[config.mk]
export PLATFORM = sky130hd
export DESIGN_NAME = pause_arbiter
export DESIGN_NICKNAME = d
export VERILOG_FILES = /design/src/rtl/pause_arbiter.sv
export SDC_FILE = /design/constraint.sdc
export NUM_CORES = 1
export LEC_CHECK = 0
export CAP_MARGIN = 20
export CORE_AREA = 5 5 42 44
export DETAILED_ROUTE_END_ITERATION = 8
export DIE_AREA = 0 0 47 49
export PLACE_DENSITY = 0.68
export SLEW_MARGIN = 10
export SYNTH_ARGS = -nofsm -noshare
export SYNTH_HDL_FRONTEND = slang
export SYNTH_SLANG_ARGS = --single-unit
[constraint.sdc]
create_clock -name clk_sys -period 2 [get_ports clk_sys]
set_input_delay 0.3 -clock clk_sys [delete_from_list [all_inputs] [get_ports clk_sys]]
set_output_delay 0.3 -clock clk_sys [all_outputs]
set_load 0.01 [all_outputs]
[src/rtl/pause_arbiter.sv]
// rtl/pause_arbiter.sv - user/OSD pause merge and high-score RAM arbiter; dimming under PAUSE_ARBITER_DIM_EN
module pause_arbiter #(
  parameter logic [31:0] DIM_CYCLES    = 32'h0ABA9500,
  parameter int unsigned SETTLE_CYCLES = 4
) (
  input  logic clk_sys,
  input  logic reset,
  input  logic user_pause,
  input  logic osd_open,
  input  logic osd_pause_en,
  input  logic hs_req,
  output logic hs_grant,
  output logic pause,
  output logic user_paused,
  output logic dim_video
);

  typedef enum logic [1:0] {IDLE, HALT, GRANT, RELEASE} state_t;

  state_t     state, state_next;
  logic [3:0] settle_cnt, settle_next;
  logic       user_pause_q;
  logic       user_pause_armed;
  logic       user_paused_next;

  always_comb begin
    state_next  = state;
    settle_next = settle_cnt;
    case (state)
      IDLE: begin
        if (hs_req) begin
          state_next  = HALT;
          settle_next = 4'(SETTLE_CYCLES);
        end
      end
      HALT: begin
        if (!hs_req) begin
          state_next = IDLE;
        end else if (settle_cnt == 4'd0) begin
          state_next = GRANT;
        end else begin
          settle_next = settle_cnt - 4'd1;
        end
      end
      GRANT: begin
        if (!hs_req) begin
          state_next = RELEASE;
        end
      end
      RELEASE: state_next = IDLE;
      default: state_next = IDLE;
    endcase
  end

  // A button held through reset is ignored until it has been seen released once.
  assign user_paused_next = user_paused ^ (user_pause & ~user_pause_q & user_pause_armed);

  always_ff @(posedge clk_sys or posedge reset) begin
    if (reset) begin
      state            <= IDLE;
      settle_cnt       <= 4'd0;
      user_pause_q     <= 1'b0;
      user_pause_armed <= 1'b0;
      user_paused      <= 1'b0;
      pause            <= 1'b0;
      hs_grant         <= 1'b0;
    end else begin
      state            <= state_next;
      settle_cnt       <= settle_next;
      user_pause_q     <= user_pause;
      user_pause_armed <= user_pause_armed | ~user_pause;
      user_paused      <= user_paused_next;
      pause            <= user_paused_next | (osd_open & osd_pause_en) | (state_next != IDLE);
      hs_grant         <= (state_next == GRANT);
    end
  end

`ifdef PAUSE_ARBITER_DIM_EN
  logic [31:0] dim_cnt;

  // Only a user pause ages the screen; OSD and high-score halts leave it alone.
  always_ff @(posedge clk_sys or posedge reset) begin
    if (reset) begin
      dim_cnt <= 32'd0;
    end else if (!user_paused) begin
      dim_cnt <= 32'd0;
    end else if (dim_cnt < DIM_CYCLES) begin
      dim_cnt <= dim_cnt + 32'd1;
    end
  end

  assign dim_video = user_paused && (dim_cnt >= DIM_CYCLES);
`else
  logic unused_dim_cfg;
  assign unused_dim_cfg = ^DIM_CYCLES;
  assign dim_video      = 1'b0;
`endif

endmodule

==> summary.md <==
| Metric | Value |
|---|---|
| Worst path slowest cell | or4_1 |
| Syn Nets | 53 |
| DRC | 0 |
| CTS tree | built |
| Part of the power in registers | 0.448 |
| Worst Path Max Fanout | 4 |
| Placed Instance Area | ~600 um^2 |
| Drt pass-1 iters | 2 |
| CTS Sinks | 11 |
| Syn Area/Cell | roughly 11 um^2 |
| Fin. Hold Viols | 0 |
| Routed Antenna Nets | 0 |
| Fin crit share | 0.7782 |
| Clk buf depth | 2 |
| Leading area contributor after synthesis | dfrtp_1 |
| Total power | ~0.0008 W |
| Num rows | 14 |
| Worst reg2reg startpoint | settle_cnt[0] |
| Largest net degree at the start of global routing | 12 |
| Synth Instances | 46 |
| Wire per inst | between 10 and 15 um |
| VDD IR-drop max | approximately 0.0006 V |
| Via count | around 350 |
| Critical Path Start Type | flip-flop |
| Setup repair bufs after CTS | 0 |
| Synthesized area | between 500 and 600 um^2 |
| First-pass GRT wire length | ~1.4 mm |
| Iter 0 DRT Violations | 2 |
| Final setup TNS | 0 ps |
| P&R area growth vs syn | 21.03% |
| Vias in the first global route | 326 |
| Number of hold buffers added after CTS | 0 |
| Worst Path Arrival | about 1800 ps |
| Core Util, Final | 0.4420 |
| Yosys top cell area share | 0.5379 |
| Clock skew | 2.390 ps |
| Initial antenna violation count | 0 |
| CTS root buf | clkbuf_4 |
| Final instance area | 619.3 um^2 |
| Synth area leaders | dfrtp_1, mux2i_1, o21ai_0 |
| HPWL Detailed | between 600 and 700 um |
| Max-capacitance violation count | 0 |
| Die width | around 47 um |
| P_int | approximately 0.00054 W |
| Routability congestion estimate from global placement | slightly below 0.7 |
| Nets | 64 |
| Post-synth top cells | dfrtp_1, inv_1, o21ai_0 |
| Min Tclk post-route | between 1500 and 2000 ps |
| Max-slew violations | 0 |
| Antenna cells | 0 |
| Clk pwr share | 0.192 |
| Post_cts resized | 0 |
| DR vias/cell | around 4.9 |
| Sw Pwr | roughly 0.00026 W |
| GRT Total Usage | 0.08665 |
| FILL cells | ~140 |
| Core Area | ~1400 um^2 |
| Flops & latches, synth | 11 |
| Critical Path RT | 2200 ps |
| Overflow after GRT | 0 |
| YS warnings | 0 |
| Fmax | around 0.64 GHz |
| H-tree levels | 1 |
| Sequential area share after synthesis | 0.5379 |
| Crit. End Element | flip-flop |
| Total CTS buffers | 3 |
| Clock latency on the worst-skew pair | approximately 270 ps |
| Async SR Flop Fraction | 1.000 |
| Worst Setup Path Type | flip-flop to flip-flop |
| Die area | between 2000 and 2500 um^2 |
| Status | finished, final reports clean |
| Sw frac | 0.3236 |
| Critical-path cell list | inv_1 > ha_1 > and4bb_1 > or4_1 > a21oi_1 |
| Final Setup Violations | 0 |
| LEAKAGE | 0.2721 nW |
| Min-delay worst type | primary input to asynchronous set/reset pin |
| Clock transition at path regs | about 70 ps |
| Origin of the worst setup path | settle_cnt[0] |
| I/O pins | 10 |
| RSZ-0062 raised after global routing | false |
| Most numerous cell in the Yosys netlist | dfrtp_1 |
| DIE HEIGHT | 49 um |
| Most used DFF post-synth | dfrtp_1 |
| Layout cells sized above 1 | 0.07143 |
| Pwr Density | ~1300 nW/um^2 |
| WHS | 312.6 ps |
| Worst path max stage delay | around 480 ps |
| Total wire length | 831 um |
| Part of the power in combinational logic | 0.360 |
| Starting density of the core | 0.3652 |
| Synth unique cells | 23 |
| Post-synth EDFFs | 0 |
| Port bufs | 8 |
==> state kept, by name, indices dropped and copies added, names as in the netlist <==
signal	count
user_pause_q	1
user_pause_armed	1
user_paused	1
hs_grant	1
pause	1
settle_cnt	4
state	2
==> worst paths after layout <==
check                                    to  slack [ps]  cells after the start
min reg2reg                user_pause_armed         470                      1
max                           settle_cnt[3]         440                      5
min in group clk_sys       user_pause_armed         470                      1
max reg2reg                   settle_cnt[3]         440                      5
min                                   pause         310                      2
max in group asynchronous          hs_grant        1400                      2
==> per-stage QoR <==
step,worst slack [ps],cells
global route,327.1,72
detailed placement,322.0,68
finish,443.7,72
CTS,443.4,72
global placement,360.6,68
floorplan,542.1,46
==> cell families after synthesis <==
kind of cell | Yosys count | share of synthesized area
and+or+nand+nor | 17 | 0.2323
AOI/OAI and AO/OA | 7 | 0.07580
DFF | 11 | 0.5379
muxes | 2 | 0.03912
xor gates and xnor gates | 1 | 0.01712
adders and majority gates | 1 | 0.02445
buffers and inverters | 6 | 0.06601
other | 1 | 0.007328
==> routing by layer <==
metal,up-vias,wire length (um),GRT usage
met2,7,395,0.1222
met1,168,367,0.09932
met3,4,47,0.05535
li1,174,-,-
met4,0,21,0.04147
met5,-,0,0
==> cell type report <==
type | count | area [um^2] | share of cell area
inverter | 4 | 15.01 | 0.02424
tap | 16 | 20.02 | 0.03232
timing repair buffer | 8 | 80.08 | 0.1293
sequential | 11 | 275.3 | 0.4444
clock buffer | 4 | 26.28 | 0.04242
multi-input combinational | 29 | 202.7 | 0.3273
==> worst max-delay path, delay by kind of cell (launching register included) <==
kind | cells | cell delay (ps)
and+or+nand+nor | 2 | 700
DFF | 1 | 340
adders and majority gates | 1 | 230
AOI/OAI and AO/OA | 1 | 150
buffers and inverters | 1 | 70
==> power groups by stage <==
| stage | clock network, W | registers (W) | logic (W) |
|---|---|---|---|
| 2_1_floorplan | 0 | 0.000355 | 0.000202 |
| 3_3_place_gp | 0 | 0.000355 | 0.000285 |
| 3_5_place_dp | 0 | 0.000359 | 0.000288 |
| 4_1_cts | 0.000161 | 0.000355 | 0.000289 |
| 5_1_grt | 0.000172 | 0.000366 | 0.000322 |
| 6_report | 0.000152 | 0.000355 | 0.000286 |
==> cell usage in the layout, fill, tap and decap left out, types with 2 or more instances in the layout <==
| cell type | Yosys | layout |
|---|---|---|
| nand3b_1 | 2 | 2 |
| mux2i_1 | 2 | 2 |
| nor2_1 | 2 | 2 |
| nand2b_1 | 3 | 3 |
| dfrtp_1 | 11 | 11 |
| nand2_1 | 3 | 3 |
| inv_1 | 4 | 4 |
| clkbuf_4 | 0 | 3 |
| clkdlybuf4s50_1 | 0 | 8 |
| o21ai_0 | 4 | 4 |
Note: power is estimated with default switching activity, not from simulation.
